<file path="config.mk">
export PLATFORM = sky130hd
export DESIGN_NAME = nv_nvdla_attn_cbuf_rd
export DESIGN_NICKNAME = d
export VERILOG_FILES = /design/src/rtl/nv_nvdla_attn_pkg.sv /design/src/rtl/nv_nvdla_attn_rr_arb3.sv /design/src/rtl/nv_nvdla_attn_cbuf_rd.sv
export SDC_FILE = /design/constraint.sdc
export NUM_CORES = 1
export LEC_CHECK = 0
export BUFFER_PORTS_ARGS = -buffer_cell sky130_fd_sc_hd__buf_2
export CORE_AREA = 3 3 407 409
export CTS_CLUSTER_DIAMETER = 120
export CTS_CLUSTER_SIZE = 16
export DETAILED_ROUTE_END_ITERATION = 10
export DIE_AREA = 0 0 410 412
export PLACE_DENSITY = 0.38
export SLEW_MARGIN = 10
export SYNTH_ARGS = -nofsm -noshare
export SYNTH_HDL_FRONTEND = slang
export SYNTH_HIERARCHICAL = 1
export SYNTH_SLANG_ARGS = --single-unit
</file>
<file path="constraint.sdc">
create_clock -name nvdla_core_clk -period 5.3 [get_ports nvdla_core_clk]
set_input_delay 0.795 -clock nvdla_core_clk [delete_from_list [all_inputs] [get_ports nvdla_core_clk]]
set_output_delay 0.795 -clock nvdla_core_clk [all_outputs]
set_load 0.02 [all_outputs]
</file>
<file path="src/rtl/nv_nvdla_attn_pkg.sv">
// nv_nvdla_attn_pkg
// Shared definitions for the attention-core CBUF read adapter:
//   - FSM state encoding (IDLE / RD_WAIT / RESP)
//   - client id encoding (Q=0, K=1, V=2) and round-robin successor helper
//   - data widths (128-bit chunk, 512-bit line, 15-bit line address)
//   - byte-address field positions for the line and chunk indices
package nv_nvdla_attn_pkg;

  localparam int CHUNK_W = 128;
  localparam int LINE_W  = 512;
  localparam int LINE_AW = 15;

  // Byte address layout: [20:6] CBUF line, [5:4] 128-bit chunk within the line
  localparam int LINE_LSB  = 6;
  localparam int LINE_MSB  = 20;
  localparam int CHUNK_LSB = 4;
  localparam int CHUNK_MSB = 5;

  typedef logic [1:0] state_t;
  localparam state_t ST_IDLE    = 2'd0;
  localparam state_t ST_RD_WAIT = 2'd1;
  localparam state_t ST_RESP    = 2'd2;

  typedef logic [1:0] client_t;
  localparam client_t CLIENT_Q = 2'd0;
  localparam client_t CLIENT_K = 2'd1;
  localparam client_t CLIENT_V = 2'd2;

  // Round-robin successor: q -> k -> v -> q
  function automatic client_t next_client(input client_t c);
    return (c == CLIENT_V) ? CLIENT_Q : client_t'(c + 2'd1);
  endfunction

endpackage

</file>
<file path="src/rtl/nv_nvdla_attn_rr_arb3.sv">
// nv_nvdla_attn_rr_arb3
// Three-way round-robin arbiter. The pointer names the client with highest
// priority; after a grant it moves to the client following the winner.
// Ports:
//   nvdla_core_clk / nvdla_core_rstn : clock, async active-low reset
//   req[2:0]  : request per client (bit index = client id)
//   grant_en  : high when the grant is actually consumed (pointer update)
//   gnt_vld   : at least one request present
//   gnt_id    : winning client id (meaningful only with gnt_vld)
module nv_nvdla_attn_rr_arb3
  import nv_nvdla_attn_pkg::*;
(
  input  logic       nvdla_core_clk,
  input  logic       nvdla_core_rstn,
  input  logic [2:0] req,
  input  logic       grant_en,
  output logic       gnt_vld,
  output client_t    gnt_id
);

  client_t ptr;
  client_t cand1;
  client_t cand2;

  always_comb begin
    cand1   = next_client(ptr);
    cand2   = next_client(cand1);
    gnt_vld = |req;
    if (req[ptr]) begin
      gnt_id = ptr;
    end else if (req[cand1]) begin
      gnt_id = cand1;
    end else begin
      gnt_id = cand2;
    end
  end

  always_ff @(posedge nvdla_core_clk or negedge nvdla_core_rstn) begin
    if (!nvdla_core_rstn) begin
      ptr <= CLIENT_Q;
    end else if (grant_en && gnt_vld) begin
      ptr <= next_client(gnt_id);
    end
  end

endmodule

</file>
<file path="src/rtl/nv_nvdla_attn_cbuf_rd.sv">
// nv_nvdla_attn_cbuf_rd
// Read adapter between the 512-bit CBUF read port and the 128-bit Q/K/V
// fetch ports. One request is served at a time: round-robin grant in IDLE,
// hit in the one-line buffer goes straight to RESP, a miss issues one CBUF
// line read and waits (with timeout) in RD_WAIT.
// Ports:
//   nvdla_core_clk / nvdla_core_rstn      : clock, async active-low reset
//   {q,k,v}_valid/_addr                   : client requests (byte address)
//   {q,k,v}_data/_ready                   : one-cycle response per client
//   flush                                 : invalidate the line buffer
//   cbuf_rd_en/_addr, cbuf_rd_data/_valid : CBUF read port
//   rd_err                                : timeout flag with the aborted ready
//   hit_cnt / miss_cnt                    : saturating statistics counters
module nv_nvdla_attn_cbuf_rd
  import nv_nvdla_attn_pkg::*;
#(
  parameter int TIMEOUT = 255
) (
  input  logic                 nvdla_core_clk,
  input  logic                 nvdla_core_rstn,
  input  logic                 q_valid,
  input  logic [31:0]          q_addr,
  output logic [CHUNK_W-1:0]   q_data,
  output logic                 q_ready,
  input  logic                 k_valid,
  input  logic [31:0]          k_addr,
  output logic [CHUNK_W-1:0]   k_data,
  output logic                 k_ready,
  input  logic                 v_valid,
  input  logic [31:0]          v_addr,
  output logic [CHUNK_W-1:0]   v_data,
  output logic                 v_ready,
  input  logic                 flush,
  output logic                 cbuf_rd_en,
  output logic [LINE_AW-1:0]   cbuf_rd_addr,
  input  logic [LINE_W-1:0]    cbuf_rd_data,
  input  logic                 cbuf_rd_valid,
  output logic                 rd_err,
  output logic [15:0]          hit_cnt,
  output logic [15:0]          miss_cnt
);

  localparam logic [7:0] TMO = TIMEOUT[7:0];

  state_t               state;
  client_t              cl_id;
  logic [1:0]           chunk_q;
  logic                 err_q;
  logic [7:0]           tmo_cnt;
  logic [LINE_W-1:0]    buf_data;
  logic                 buf_valid;
  logic [LINE_AW-1:0]   buf_tag;

  logic                 gnt_vld;
  client_t              gnt_id;
  logic [LINE_AW-1:0]   sel_line;
  logic [1:0]           sel_chunk;
  logic                 hit;
  logic [CHUNK_W-1:0]   resp_data;
  logic                 resp;

  // Address bits outside the line/chunk fields are don't-care
  logic unused_addr_bits;
  assign unused_addr_bits = ^{q_addr[31:21], q_addr[3:0],
                              k_addr[31:21], k_addr[3:0],
                              v_addr[31:21], v_addr[3:0]};

  nv_nvdla_attn_rr_arb3 u_arb (
    .nvdla_core_clk  (nvdla_core_clk),
    .nvdla_core_rstn (nvdla_core_rstn),
    .req             ({v_valid, k_valid, q_valid}),
    .grant_en        (state == ST_IDLE),
    .gnt_vld         (gnt_vld),
    .gnt_id          (gnt_id)
  );

  always_comb begin
    case (gnt_id)
      CLIENT_K: begin
        sel_line  = k_addr[LINE_MSB:LINE_LSB];
        sel_chunk = k_addr[CHUNK_MSB:CHUNK_LSB];
      end
      CLIENT_V: begin
        sel_line  = v_addr[LINE_MSB:LINE_LSB];
        sel_chunk = v_addr[CHUNK_MSB:CHUNK_LSB];
      end
      default: begin
        sel_line  = q_addr[LINE_MSB:LINE_LSB];
        sel_chunk = q_addr[CHUNK_MSB:CHUNK_LSB];
      end
    endcase
    hit = buf_valid && (buf_tag == sel_line);
  end

  // cbuf_rd_addr holds the missed line for the whole read, so it doubles as
  // the tag source at capture. flush is applied last so it overrides a
  // simultaneous capture while the captured data is still returned.
  always_ff @(posedge nvdla_core_clk or negedge nvdla_core_rstn) begin
    if (!nvdla_core_rstn) begin
      state        <= ST_IDLE;
      cl_id        <= CLIENT_Q;
      chunk_q      <= 2'd0;
      err_q        <= 1'b0;
      tmo_cnt      <= 8'd0;
      buf_data     <= '0;
      buf_valid    <= 1'b0;
      buf_tag      <= '0;
      cbuf_rd_en   <= 1'b0;
      cbuf_rd_addr <= '0;
      hit_cnt      <= 16'd0;
      miss_cnt     <= 16'd0;
    end else begin
      cbuf_rd_en <= 1'b0;
      case (state)
        ST_IDLE: begin
          if (gnt_vld) begin
            cl_id   <= gnt_id;
            chunk_q <= sel_chunk;
            err_q   <= 1'b0;
            if (hit) begin
              state   <= ST_RESP;
              hit_cnt <= (hit_cnt == 16'hFFFF) ? hit_cnt : hit_cnt + 16'd1;
            end else begin
              state        <= ST_RD_WAIT;
              cbuf_rd_en   <= 1'b1;
              cbuf_rd_addr <= sel_line;
              tmo_cnt      <= 8'd0;
              miss_cnt     <= (miss_cnt == 16'hFFFF) ? miss_cnt : miss_cnt + 16'd1;
            end
          end
        end
        ST_RD_WAIT: begin
          if (cbuf_rd_valid) begin
            buf_data  <= cbuf_rd_data;
            buf_tag   <= cbuf_rd_addr;
            buf_valid <= 1'b1;
            state     <= ST_RESP;
          end else if (tmo_cnt == TMO) begin
            err_q     <= 1'b1;
            buf_valid <= 1'b0;
            state     <= ST_RESP;
          end else begin
            tmo_cnt <= tmo_cnt + 8'd1;
          end
        end
        ST_RESP: begin
          state <= ST_IDLE;
        end
        default: begin
          state <= ST_IDLE;
        end
      endcase
      if (flush) begin
        buf_valid <= 1'b0;
      end
    end
  end

  // Response data is zero on an aborted read; buffer contents stay intact
  always_comb begin
    case (chunk_q)
      2'd1:    resp_data = buf_data[2*CHUNK_W-1:CHUNK_W];
      2'd2:    resp_data = buf_data[3*CHUNK_W-1:2*CHUNK_W];
      2'd3:    resp_data = buf_data[4*CHUNK_W-1:3*CHUNK_W];
      default: resp_data = buf_data[CHUNK_W-1:0];
    endcase
    if (err_q) begin
      resp_data = '0;
    end
  end

  assign resp    = (state == ST_RESP);
  assign q_ready = resp && (cl_id == CLIENT_Q);
  assign k_ready = resp && (cl_id == CLIENT_K);
  assign v_ready = resp && (cl_id == CLIENT_V);
  assign q_data  = q_ready ? resp_data : '0;
  assign k_data  = k_ready ? resp_data : '0;
  assign v_data  = v_ready ? resp_data : '0;
  assign rd_err  = resp && err_q;

endmodule

</file>
After elaboration in Yosys (flattened, before gate mapping) --
Cells that the tools add are included.
Word-level totals: register bits 593, bits of input ports 615, output and inout bits 436, word-level logic and storage cells 103
Operators by class: $add $sub $neg 6, $lt $le $gt $ge 2, eq/ne operators 21, mux-type cells 37, bitwise logic cells 3, reductions and logical operators 21
Operators by type and width (number):
- $mux 128 | 4
- $pmux 128 s3 | 1
- $add 16x1->16 const B | 2
- $eq 16x16->1 const B | 2
- $mux 8 | 4
- $pmux 15 s2 | 1
- $mux 2 | 9
- $pmux 8 s2 | 1
- $eq 15x15->1 | 1
- $eq 2x2->1 const B | 7
- $mux 1 | 12
- $reduce_and 4->1 | 3
- $ne 2x2->1 const B | 5
- $add 8x1->8 const B | 1
- $eq 2x1->1 const B | 4
- $eq 8x8->1 const B | 1
- $pmux 2 s2 | 2
- $reduce_and 2->1 | 4
- $add 2x1->2 const B | 3
- $logic_and 1x1->1 | 6
- $lt 2x3->1 const B | 2
- $reduce_and 5->1 | 1
- $bmux 1 s2 | 2
- $logic_not 2->1 | 2
- 7 further kinds | 10

Longest topological paths before layout --
depth in word-level cells 13, gate-level depth with buffers 14, mapped depth without buffers 12

Modules after synthesis --
Netlist, hierarchy kept.
By module, submodules not included:
- nv_nvdla_attn_cbuf_rd | times used 1, cells an instance 3320, area each 28361.0 um2, sequential area each 14789.2 um2
- nv_nvdla_attn_rr_arb3 | times used 1, cells an instance 17, area each 143.9 um2, sequential area each 50.0 um2

Least setup slack after synthesis --
Ideal clock, no wire load.
path kind input port to flip-flop, start input v_valid, end register hit_cnt[5], library setup time 0.080 ns, arrival 3.596 ns, required time 5.220 ns, path slack 1.624 ns, stages 14, buffers on the path 2, path through nor2b_1 > or2_0 > a21oi_1 > inv_1 > ha_1 > buf_6 > a221oi_1 > nor3_1 > or3_1 > nor3_2 > nand4b_4 > buf_6 > nor4_2 > xor2_1
On the way: longest elaborated chain between the ends 9, elaborated cells on any way between the ends 13, classes of those cells 3 x eq/ne; 7 x mux; 3 x reduce/logical
Ends and longest elaborated chain:
- start, declared | line nv_nvdla_attn_cbuf_rd.sv:29 | input logic v_valid,
- $bmux 1 s2 | line nv_nvdla_attn_rr_arb3.sv:31 | end else if (req[cand1]) begin
- $mux 1 (implied by the code) | line nv_nvdla_attn_rr_arb3.sv:31
- $mux 2 | line nv_nvdla_attn_rr_arb3.sv:31
- $mux 2 (*) | line nv_nvdla_attn_rr_arb3.sv:29 | if (req[ptr]) begin
- via gnt_id[0] | line nv_nvdla_attn_cbuf_rd.sv:55 | client_t gnt_id;
- $eq 2x2->1 or $eq 2x1->1 (tied branches) | line nv_nvdla_attn_cbuf_rd.sv:78 | case (gnt_id)
- $pmux 15 s2 (*) | line nv_nvdla_attn_cbuf_rd.sv:78
- $eq 15x15->1 (*) | line nv_nvdla_attn_cbuf_rd.sv:92 | hit = buf_valid && (buf_tag == sel_line);
- $logic_and 1x1->1 (*) | line nv_nvdla_attn_cbuf_rd.sv:92
- $reduce_and 4->1 (no line) (*)
- end signal, assigned | line nv_nvdla_attn_cbuf_rd.sv:122 | hit_cnt <= (hit_cnt == 16'hFFFF) ? hit_cnt : hit_cnt + 16'd1;
- end, declared | line nv_nvdla_attn_cbuf_rd.sv:39 | output logic [15:0] hit_cnt,
The timed path passes the listed nets; every way through them passes the cells marked *. The select of a mux whose other input is x is not followed. A chain may end at the register's enable or synchronous reset.

Final worst setup path --
start register u_arb.ptr[0], end register hit_cnt[1]
On the way: longest elaborated chain between the ends 11, elaborated cells on any way between the ends 18, classes of those cells 2 x add/sub; 5 x eq/ne; 9 x mux; 2 x reduce/logical
Ends and longest elaborated chain:
- start, declared | line nv_nvdla_attn_rr_arb3.sv:21 | client_t ptr;
- start signal, assigned | line nv_nvdla_attn_rr_arb3.sv:42 | ptr <= next_client(gnt_id);
- $add 2x1->2 or $eq 2x2->1 (tied branches) | line nv_nvdla_attn_pkg.sv:31 | return (c == CLIENT_V) ? CLIENT_Q : client_t'(c + 2'd1);
- $mux 2 | line nv_nvdla_attn_pkg.sv:31
- $add 2x1->2, or another cell as far along | line nv_nvdla_attn_pkg.sv:31
- $mux 2 or $mux 1 (tied branches) | line nv_nvdla_attn_pkg.sv:31, nv_nvdla_attn_rr_arb3.sv:31
- $mux 2 | line nv_nvdla_attn_rr_arb3.sv:31
- $mux 2 (*) | line nv_nvdla_attn_rr_arb3.sv:29
- via gnt_id[0] | line nv_nvdla_attn_cbuf_rd.sv:55
- $eq 2x2->1 or $eq 2x1->1 (tied branches) | line nv_nvdla_attn_cbuf_rd.sv:78
- $pmux 15 s2 (*) | line nv_nvdla_attn_cbuf_rd.sv:78
- $eq 15x15->1 (*) | line nv_nvdla_attn_cbuf_rd.sv:92
- $logic_and 1x1->1 (*) | line nv_nvdla_attn_cbuf_rd.sv:92
- $reduce_and 4->1 (no line) (*)
Marks and branches as above.

==> results.py <==
metrics = {
    "critical_path": {
        "cp.arrival_ns": 4.68,
        "timing.critical_path.from": "u_arb/ptr[0]",
        "crit_type": "flip-flop to flip-flop",
        "worstReg2RegStart": "u_arb/ptr[0]",
        "cp-start-kind": "flip-flop",
        "end_kind": "flip-flop",
        "required_ns": 5.80,
        "crit_fanout": 23,
    },
    "status": {
        "status": "finished, final reports clean",
    },
    "synthesis": {
        "syn-instance-count": 3337,
        "synth_seq_cells": 593,
        "yosysWarnings": 6,
        "yosysTopAreaCell": "dfrtp_1",
        "synth_seq_area_share": 0.521,
        "netlist_area_mm2": 0.0285,
        "yosys.cell_types.count": 50,
        "yosys-top-cells-area": "dfrtp_1 52%, nand2_1 23%, mux4_2 10%",
        "postSynthAreaPerCell_um2": 8.54,
        "synth_edf_count": 0,
        "synth_top_area_frac": 0.521,
        "ys.flop_type": "dfrtp_1",
        "syn-num-nets": 3957,
        "async_flop_share": 1.00,
    },
    "floorplan": {
        "die-area_mm2": 0.169,
        "rows": 148,
        "die_y_um": 412,
        "core_area_mm2": 0.162,
        "ios": 1051,
        "die_w_um": 410,
        "start_util": 0.176,
    },
    "global_routing": {
        "grt_pass1_wl_um": 184000,
        "grt_overflow": 0,
        "grt_max_degree": 153,
        "antenna_found_initial": 71,
        "grt_pass1_vias": 26000,
        "grt_usage": 0.146,
    },
    "clocking": {
        "htree_num_levels": 2,
        "cts.repair.resized": 0,
        "tritoncts": "done",
        "cts_buffer_depth": 3,
        "cts_hold_buf": 0,
        "cts_setup_buffers": 0,
        "path_clk_slew_ns": 0.08,
        "clk_latency_ns": 0.61,
        "clock-sinks": 593,
        "cts_root_buf": "clkbuf_16",
        "cts_buffers": 44,
    },
    "power": {
        "combPwrFrac": 0.452,
        "internal_power_mw": 11.5,
        "p_clk_frac": 0.161,
        "power.total_mw": 20.4,
        "vdd_drop_max_mv": 0.206,
        "p_leak_nw": 20.1,
        "seqPwrFrac": 0.387,
        "switchingPower_mw": 8.85,
        "power_density_mw_per_mm2": 545,
        "swShare": 0.434,
    },
    "placement": {
        "io_buffers": 1005,
        "place_area_mm2": 0.0361,
        "dp_hpwl_um": 97200,
        "gp_congestion": 0.826,
    },
    "final_layout": {
        "synthToLayoutAreaGrowth_pct": 31.1,
        "final_area_mm2": 0.0374,
        "final_common_cell": "nand2_1",
        "layout_common_cells": "1722 x nand2_1, 1004 x buf_2, 591 x dfrtp_1",
        "final_nets": 4847,
        "fillerInstances": 18200,
        "layout-drive-gt1-share": 0.300,
    },
    "flow_run": {
        "drv_cap": 0,
    },
    "drt": {
        "firstDrtPassIters": 5,
        "drt-total-wl_um": 129000,
        "avgRoutedWirePerCell_um": 20.1,
        "first_iter_violations": 1509,
        "vias": 26100,
        "drc": 0,
        "ant_nets": 0,
        "vias_per_cell": 4.05,
    },
    "sta": {
        "fmax_ghz": 0.239,
        "slew_headroom": 0.283,
        "period_needed_ns": 4.18,
        "hold_viol": 0,
        "setup_tns_ns": 0,
        "maxSlewViolCount": 0,
        "skew_ns": 0.0153,
        "rsz0062_at_grt": "false",
        "worstMarginPinSlew_ns": 1.07,
        "period_share": 0.789,
        "setup_viol": 0,
    },
    "hold_path": {
        "min_path_type": "input pin to asynchronous set/reset pin",
    },
}
## critical path, cell delays in order (launching register included)
cell	delay (ns)
dfrtp_1	0.43
nor2b_1	0.07
or2_0	0.23
a21oi_1	0.22
ha_1	0.88
a22oi_1	0.22
a22oi_1	0.26
nand4_1	0.15
a221oi_2	0.56
nand4b_4	0.39
nor2_1	0.28
mux2_2	0.35
## final cells by class
| class | instances | area (µm²) | area share |
|---|---|---|---|
| diodes | 37 | 92.6 | 0.00248 |
| multi-input cells | 2501 | 12800 | 0.342 |
| well taps | 2175 | 2720 | 0.0728 |
| clock buffers | 46 | 1120 | 0.0299 |
| clock inverters | 5 | 60.1 | 0.00161 |
| inverters | 25 | 98.8 | 0.00265 |
| flip-flops and latches | 593 | 14800 | 0.397 |
| repair buffers | 1062 | 5660 | 0.151 |
## power groups by stage
stage | clock (mW) | combinational [mW] | sequential, mW
floorplan | 0 | 6.16 | 7.44
global placement | 0 | 9.26 | 7.96
detailed placement | 0 | 9.35 | 7.97
CTS | 3.47 | 9.38 | 7.91
global route | 3.62 | 10.3 | 8.16
finish | 3.28 | 9.20 | 7.88
## metrics by stage
stage	std cells	util	worst slack, ns	hold WS, ns
global placement	6356	0.222	0.658	0.452
floorplan	3337	-	1.62	0.440
detailed placement	6356	0.222	0.666	0.457
global route	6433	0.230	0.684	0.243
CTS	6407	0.229	1.15	0.223
finish	6444	0.230	1.12	0.208
## metal layers
layer	routed length (µm)	global-route usage	vias to the layer above
met5	168	0	-
li1	-	-	12400
met4	3340	0.0488	24
met3	7310	0.0280	175
met2	63100	0.244	787
met1	55400	0.189	12700
## sequential cells by signal, summed over array words and instances, names as in the netlist
| signal | flops |
|---|---|
| buf_data | 512 |
| hit_cnt | 16 |
| miss_cnt | 16 |
| buf_tag | 15 |
| cbuf_rd_addr | 15 |
| tmo_cnt | 8 |
| chunk_q | 2 |
| cl_id | 2 |
| state | 2 |
| u_arb/ptr | 2 |
| buf_valid | 1 |
| cbuf_rd_en | 1 |
| err_q | 1 |
## synth_stat cells, types with 11 or more instances
cell	number
a22oi_1	17
and3_1	14
buf_1	22
clkbuf_1	185
dfrtp_1	593
inv_1	25
mux4_2	128
nand2_1	1725
nand3_1	15
nor2_1	394
nor2b_1	11
nor3_1	13
o21ai_0	39
xnor2_1	18
xor2_1	15
## kinds of logic after synthesis
| family | after synthesis | share of synthesized area |
|---|---|---|
| flip-flops | 593 | 0.521 |
| AO/OA/AOI/OAI | 97 | 0.0235 |
| XOR/XNOR | 33 | 0.0101 |
| buffers and inverters | 243 | 0.0334 |
| AND/OR/NAND/NOR | 2222 | 0.303 |
| multiplexers | 144 | 0.107 |
| adder cells (fa/ha/maj) | 5 | 0.00219 |
## final timing paths
kind | end | slack (ns) | cells past startpoint
worst max-delay path | hit_cnt[1] | 1.12 | 11
worst min-delay path | buf_data[428] | 0.21 | 1
worst max register to register | hit_cnt[1] | 1.12 | 11
worst min register to register | buf_data[467] | 0.47 | 2
max in group asynchronous | buf_tag[3] | 3.67 | 2
min in group nvdla_core_clk | buf_valid | 0.34 | 2
Power figures use the tool's default switching activity.
